`config.mk`:
```
export PLATFORM = sky130hd
export DESIGN_NAME = alu_result_fifo
export DESIGN_NICKNAME = d
export VERILOG_FILES = /design/src/rtl/alu_pkg.sv /design/src/rtl/alu_flag_gen.sv /design/src/rtl/alu_result_fifo.sv
export SDC_FILE = /design/constraint.sdc
export NUM_CORES = 1
export LEC_CHECK = 0
export CAP_MARGIN = 40
export CELL_PAD_IN_SITES_DETAIL_PLACEMENT = 1
export CELL_PAD_IN_SITES_GLOBAL_PLACEMENT = 1
export CORE_ASPECT_RATIO = 0.8
export CORE_MARGIN = 2
export CORE_UTILIZATION = 33
export DETAILED_ROUTE_END_ITERATION = 8
export PLACE_DENSITY_LB_ADDON = 0.3
export SLEW_MARGIN = 10
export SYNTH_ARGS = -nofsm -noshare
export SYNTH_HDL_FRONTEND = slang
export SYNTH_SLANG_ARGS = --single-unit
```
`constraint.sdc`:
```
create_clock -name clk -period 2.3 [get_ports clk]
set_clock_uncertainty 0.1 [all_clocks]
set_input_delay 0.46 -clock clk [delete_from_list [all_inputs] [get_ports clk]]
set_output_delay 0.46 -clock clk [all_outputs]
set_load 0.01 [all_outputs]
```
`src/rtl/alu_pkg.sv`:
```
// Shared ALU definitions: data/op widths, op-class encodings and flag bit positions.
package alu_pkg;

  localparam int DATA_W = 16;
  localparam int OP_W   = 6;

  localparam logic [2:0] CLS_ADD = 3'b000;
  localparam logic [2:0] CLS_MUL = 3'b001;
  localparam logic [2:0] CLS_SHF = 3'b010;
  localparam logic [2:0] CLS_LOG = 3'b011;
  localparam logic [2:0] CLS_CMP = 3'b100;

  localparam int FLG_Z = 3;
  localparam int FLG_N = 2;
  localparam int FLG_C = 1;
  localparam int FLG_V = 0;

endpackage

```
`src/rtl/alu_flag_gen.sv`:
```
// Combinational Z/N/C/V derivation from an ALU op and its result.
module alu_flag_gen
  import alu_pkg::*;
(
  input  logic [OP_W-1:0]   op,
  input  logic [DATA_W-1:0] result,
  output logic [3:0]        flags
);

  // Only the class field and the signed-multiply bit influence the flags.
  logic unusedOpBits;
  assign unusedOpBits = ^op[2:1];

  always_comb begin
    flags = 4'b0000;
    case (op[5:3])
      CLS_ADD: begin
        flags[FLG_Z] = (result[7:0] == 8'h00);
        flags[FLG_N] = result[7];
        flags[FLG_C] = result[8];
        flags[FLG_V] = result[9];
      end
      CLS_MUL: begin
        flags[FLG_Z] = (result == '0);
        flags[FLG_N] = op[0] & result[15];
      end
      CLS_SHF, CLS_LOG: begin
        flags[FLG_Z] = (result[7:0] == 8'h00);
        flags[FLG_N] = result[7];
      end
      CLS_CMP: begin
        flags[FLG_Z] = ~result[0];
      end
      default: flags = 4'b0000;
    endcase
  end

endmodule

```
`src/rtl/alu_result_fifo.sv`:
```
// First-word-fall-through FIFO capturing ALU results with their op and derived flags.
module alu_result_fifo
  import alu_pkg::*;
#(
  parameter int DEPTH  = 4,
  parameter int DATA_W = alu_pkg::DATA_W,
  parameter int OP_W   = alu_pkg::OP_W
) (
  input  logic                     clk,
  input  logic                     rst,
  input  logic                     in_valid,
  output logic                     in_ready,
  input  logic [DATA_W-1:0]        in_result,
  input  logic [OP_W-1:0]          in_op,
  output logic                     out_valid,
  input  logic                     out_ready,
  output logic [DATA_W-1:0]        out_result,
  output logic [OP_W-1:0]          out_op,
  output logic [3:0]               out_flags,
  output logic [$clog2(DEPTH):0]   count,
  output logic [7:0]               drop_cnt
);

  localparam int PTR_W = $clog2(DEPTH);
  localparam int CNT_W = PTR_W + 1;

  logic [DATA_W-1:0] resultMem [DEPTH];
  logic [OP_W-1:0]   opMem     [DEPTH];
  logic [3:0]        flagMem   [DEPTH];

  logic [PTR_W-1:0] wrPtr;
  logic [PTR_W-1:0] rdPtr;
  logic [3:0]       inFlags;
  logic             doPush;
  logic             doPop;

  alu_flag_gen uFlagGen (
    .op     (in_op),
    .result (in_result),
    .flags  (inFlags)
  );

  assign in_ready  = (count < CNT_W'(DEPTH));
  assign out_valid = (count != '0);
  assign doPush    = in_valid & in_ready;
  assign doPop     = out_valid & out_ready;

  always_ff @(posedge clk) begin
    if (rst) begin
      wrPtr    <= '0;
      rdPtr    <= '0;
      count    <= '0;
      drop_cnt <= '0;
    end else begin
      if (doPush) wrPtr <= wrPtr + 1'b1;
      if (doPop)  rdPtr <= rdPtr + 1'b1;
      case ({doPush, doPop})
        2'b10:   count <= count + 1'b1;
        2'b01:   count <= count - 1'b1;
        default: count <= count;
      endcase
      if (in_valid && !in_ready && drop_cnt != 8'hFF)
        drop_cnt <= drop_cnt + 1'b1;
    end
  end

  // Storage needs no reset; occupancy alone decides what is visible.
  always_ff @(posedge clk) begin
    if (!rst && doPush) begin
      resultMem[wrPtr] <= in_result;
      opMem[wrPtr]     <= in_op;
      flagMem[wrPtr]   <= inFlags;
    end
  end

  assign out_result = out_valid ? resultMem[rdPtr] : '0;
  assign out_op     = out_valid ? opMem[rdPtr]     : '0;
  assign out_flags  = out_valid ? flagMem[rdPtr]   : '0;

endmodule

```
---- Yosys cells after proc, flatten, opt, wreduce, memory -nomap -nowiden ----
Memory sizes are Yosys's and may differ from the RTL's. A register that Yosys moved wholly into a read port is not among the register bits.
Cells that the tools add are included.
W data, S select, Z words.
storage, ports and cells
  flip-flop bits (word level) ............. 15
  bits in latches ......................... 0
  memory bits (writable) .................. 104
  ROM bits ................................ 0
  output and inout port bits .............. 39
  memories ................................ 3
memory list
  memory     words  width  rd ports  clocked after Yosys merged registers in  write ports  RTL line               text
  resultMem  4      16     1         1                                        1            alu_result_fifo.sv:27  logic [DATA_W-1:0] resultMem [DEPTH];
  opMem      4      6      1         1                                        1            alu_result_fifo.sv:28  logic [OP_W-1:0] opMem [DEPTH];
  flagMem    4      4      1         1                                        1            alu_result_fifo.sv:29  logic [3:0] flagMem [DEPTH];
operators by class
  add/subtract/negate cells ............... 5
  multipliers ............................. 0
  divide/modulo/power cells ............... 0
  magnitude comparators ................... 1
  eq/ne operators ......................... 7
  shifts and indexed selects .............. 0
  multiplexer cells ....................... 15
  bitwise gates (word level) .............. 4
  reduce and logical (&&, ||, !) cells .... 11
operators by type and width
  cell                   count
  $logic_not A16 Y1      1
  $mux W16               1
  $mux W2                7
  $add A8 B1 Y8 const B  1
  $logic_not A8 Y1       1
  $ne A8 B8 Y1 const B   1
  $eq A3 B2 Y1 const B   2
  $mux W6                1
  $pmux W3 S2            1
  $add A2 B1 Y2 const B  2
  $mux W4                1
  $add A3 B1 Y3 const B  1
  $and A1 B1 Y1          3
  $eq A3 B1 Y1 const B   1
  $eq A3 B3 Y1 const B   1
  $logic_and A1 B1 Y1    3
  $logic_not A3 Y1       1
  $lt A3 B3 Y1 const B   1
  $pmux W1 S3            1
  $reduce_bool A3 Y1     1
  $reduce_or A3 Y1       1
  $sub A3 B1 Y3 const B  1
  $eq A2 B1 Y1 const B   1
  $eq A2 B2 Y1 const B   1
  other kinds (5)        7

---- Logic depth before layout (Yosys ltp) ----
Gate-level depths: netlist of run 1.
  depth after elaboration ................. 5
  depth in mapped cells ................... 9
  depth with buffers taken out ............ 8

---- Modules after synthesis ----
From an unflattened synthesis of run 1, not the netlist that was laid out.
unflattened totals
  cell total of the unflattened synthesis .. 278
  area, all modules ....................... 4917.2 µm²
by module, submodules not included
  module           instances  cells an instance  area each (µm²)
  alu_result_fifo  1          263                4803.4
  alu_flag_gen     1          15                 113.9

---- Worst setup path before layout of run 1 ----
OpenSTA, ideal clock, no wires.
  path kind ............................... reg-to-reg
  start ................................... register count[2]
  end ..................................... register count[2]
  library setup time ...................... 70 ps
  arrival time ............................ 2104 ps
  slack ................................... 26 ps
  cell stages (with the launch flop) ...... 10
  period minus slack after synthesis ...... 2274 ps
  cell sequence ........................... dfxtp_1 > or3_4 > buf_6 > and2_4 > ha_1 > inv_1 > fa_1 > xor2_1 > or3_2 > a21oi_1
between the ends
  cells in the longest elaborated chain, start to end .. 4
RTL lines
  element                                            RTL line               text
  from (decl)                                        alu_result_fifo.sv:20  output logic [$clog2(DEPTH):0] count,
  from (signal assigned)                             alu_result_fifo.sv:58  2'b10: count <= count + 1'b1;
  from (signal assigned)                             alu_result_fifo.sv:59  2'b01: count <= count - 1'b1;
  from (signal assigned)                             alu_result_fifo.sv:60  default: count <= count;
  $reduce_bool A3 Y1 *                               alu_result_fifo.sv:44  assign out_valid = (count != '0);
  $and A1 B1 Y1 *                                    alu_result_fifo.sv:46  assign doPop = out_valid & out_ready;
  net doPop                                          alu_result_fifo.sv:35  logic doPop;
  $eq A2 B1 Y1 or $eq A2 B2 Y1 (tied branches)       alu_result_fifo.sv:57  case ({doPush, doPop})
  $pmux W3 S2 or $reduce_bool A2 Y1 (tied branches)  -
Mark *: on every way through the listed nets, which the timed path passes. The rest lies on a longest branch.
A chain may end at the register's enable or synchronous reset.

==> reports/qor.yml, run 1 <==
ys_ff_latch: 121
p_total_mw: 8.189
fin_util_pct: 46.59
dp.cells: 542
clkLatencyLatePin_ns: 0.41
worstPathMaxFanout: 8
cts-buffers-inserted: 17
cp-end-kind: "primary output"
worst_slack_ns: -0.03939
postRouteAntennaNets: 0
fp.dieArea_um2: 15920
period_needed_ns: 2.339
drv_slew: 0
die_h_um: 113.3
routabilityCongestion: 0.7011
async_flop_share_pct: 0
synth_seq_area_share_pct: 70.33
p_per_area_nw_per_um2: 1217
synthTopCellsByArea: "edfxtp_1 (63%), mux4_2 (12%), dfxtp_1 (6.9%)"
drv_cap: 0
drc_errors: 0
cp-start-kind: "register"
synth_top_area_share_pct: 63.41
cts_sinks: 121
wl_per_cell_um: 19.01
detail_route.vias_per_cell: 4.826
dpl.hpwl_um: 7094
slew_headroom_pct: 74.72
ioPinCount: 65
cts.path.max_buffers: 2
gr-total-overflow: 0
r2r_slack_ns: 0.17
pre_cts_slack_ns: -0.3802
critPathKind: "register to primary output"
drive_gt1_share_pct: 37.24
grt_pass1_vias: 3172
syn_nets: 310
clk_pin_slew_worst_paths_ns: 0.06
antenna_found_initial: 0
synth_top_flop_cell: "edfxtp_1"
htree_levels: 4
areaGrowthSynthToFinish_pct: 36.64
syn_inst: 277
synthTopCellsByCount: "edfxtp_1 (104), and2_1 (26), mux4_2 (26), dfxtp_1 (17), nor2_1 (16)"
yosysUniqueCellTypes: 42
slowest_stage: "mux4_2"
critical_path_required_ns: 1.74
syn-cell-area_um2: 4925
status: "complete, but fails checks"
max_freq_ghz: 0.4275
tightest_slew_ns: 0.3757
setup_violations: 12
tritoncts: "built"
dr_total_vias: 2780
rsz0062_at_grt: "true"
final_nets: 412
grt_max_degree: 22
grt_usage_pct: 15.13
yosys_warnings: 0
synth_top_cell_by_area: "edfxtp_1"
drt_iter0_markers: 165
slowest_delay_ns: 0.51
violations: "setup timing"
synth-edff-count: 104
rr_startpoint: "count[1]"
dr.pass1.iters: 4
worstPathArrival_ns: 1.78
avgSynthCellArea_um2: 17.78
cp_top_family: "multiplexers"
grt_pass1_wl_um: 17830
yosysMostFrequentCell: "edfxtp_1"
min-delay-start: "drop_cnt[7]"
final_cells: 576
ctsRootBufferMaster: "clkbuf_16"
vdd_drop_max_v: 0.0005994
worstHoldPathType: "register to register"
die_x_um: 140.6
totalWireLength_um: 10950
fp-row-count: 39
final.period_utilization_pct: 101.7
hold_viol: 0
p_leak_nw: 2.335
portBuffers: 64
coreArea_um2: 14440
crit_chain: "buf_12 -> mux4_2 -> and2_4 -> buf_2"
num_antenna_cells: 0
crit_buf_inv: 2
start_util_pct: 34.10
-- report_power, final --
group | internal, mW | leakage (nW) | switching [mW] | total (mW)
logic | 1.66 | 0.959 | 1.13 | 2.79
clock network | 1.80 | 0.288 | 0.925 | 2.73
registers | 2.57 | 1.09 | 0.102 | 2.67
total | 6.03 | 2.34 | 2.16 | 8.19
-- sequential cells by signal, indices dropped and copies added (netlist names), named ones only --
name and count:
rdPtr 2, wrPtr 2, count 3, flagMem 16, drop_cnt 8, opMem 24
resultMem 64
-- layout make-up --
| type | count | area (µm²) |
|---|---|---|
| repair buffers | 94 | 992.2 |
| clock inverters | 13 | 176.4 |
| inverters | 9 | 33.78 |
| multi-input cells | 136 | 1395 |
| well taps | 184 | 230.2 |
| flip-flops and latches | 121 | 3468 |
| fillers | 1408 | 7715 |
| clock buffers | 19 | 432.9 |
-- through the flow --
| step | TNS (ns) | cell area, µm² | hold slack (ns) |
|---|---|---|---|
| after global routing | -1.760 | 6729 | 0.5075 |
| after detailed placement | -0.4425 | 6022 | 0.4611 |
| after global placement | -0.3185 | 6022 | 0.4191 |
| final | -0.1563 | 6729 | 0.4667 |
| after floorplan | 0 | 4925 | 0.3847 |
| after CTS | -2.045 | 6696 | 0.4638 |
-- layer usage --
layer | GRT usage, % | part of all wire (%) | up-vias
li1 | - | - | 1280
met1 | 21.12 | 48 | 1428
met2 | 22.58 | 46 | 63
met3 | 5.036 | 4.8 | 9
met4 | 4.800 | 1.1 | 0
met5 | 0 | 0 | -
-- cells in the final DEF, fill, tap and decap left out, types with 2 or more instances in the layout --
cell type and n:
xor2_1 4, nor3_1 5, mux4_2 26, o21ai_0 2
a31oi_1 2, ha_1 5, clkbuf_16 17, buf_12 10
nor4_1 3, or3_4 2, bufinv_16 4, and4_1 2
clkdlybuf4s50_1 37, buf_2 6, o21a_1 2, and2_1 7
xnor2_1 2, nor2_1 16, clkinvlp_4 2, and2_4 26
buf_6 20, nand2_1 4, clkinv_4 2, inv_1 8
a21oi_1 7, buf_4 19, dfxtp_1 15, clkinv_1 4
clkbuf_1 2, edfxtp_1 104, nand3_1 5
-- kinds of logic after synthesis --
logic type / Yosys count / synth area share [%]
mux: 27 / 12.09
compound gates: 18 / 2.287
fa+ha+maj: 7 / 1.931
flops: 121 / 70.33
simple gates: 77 / 9.299
xor+xnor: 7 / 1.397
buf+inv: 20 / 2.668
-- final timing paths --
kind,endpoint,cells after the start
max,out_flags[2],4
min reg2reg,drop_cnt[6],2
max reg2reg,count[2],8
min,drop_cnt[6],2
-- what timing repair did --
action                     CTS  global route
pin swaps                   21             6
setup buffers                4             0
hold buffers                 0             0
gates resized for setup    135            31
cloned                       2             0
setup endpoints to repair   27            27
-- worst reg2reg max path, cell delays in order (launching register included) --
cell	delay (ns)
dfxtp_1	0.40
or3_4	0.20
and2_4	0.15
ha_2	0.16
inv_1	0.05
fa_1	0.37
xor2_1	0.17
or3_4	0.33
a21oi_2	0.12
(Power assumes the default switching activity.)
==> run 2: changes to the inputs <==
--- a/config.mk
+++ b/config.mk
@@ -11,6 +11,7 @@
 export CORE_ASPECT_RATIO = 0.8
 export CORE_MARGIN = 2
 export CORE_UTILIZATION = 33
+export CTS_CLUSTER_DIAMETER = 40
 export DETAILED_ROUTE_END_ITERATION = 8
 export PLACE_DENSITY_LB_ADDON = 0.3
 export SLEW_MARGIN = 10
==> results of run 2 <==
The final DEF is identical to that of run 1; final timing and power are the same.
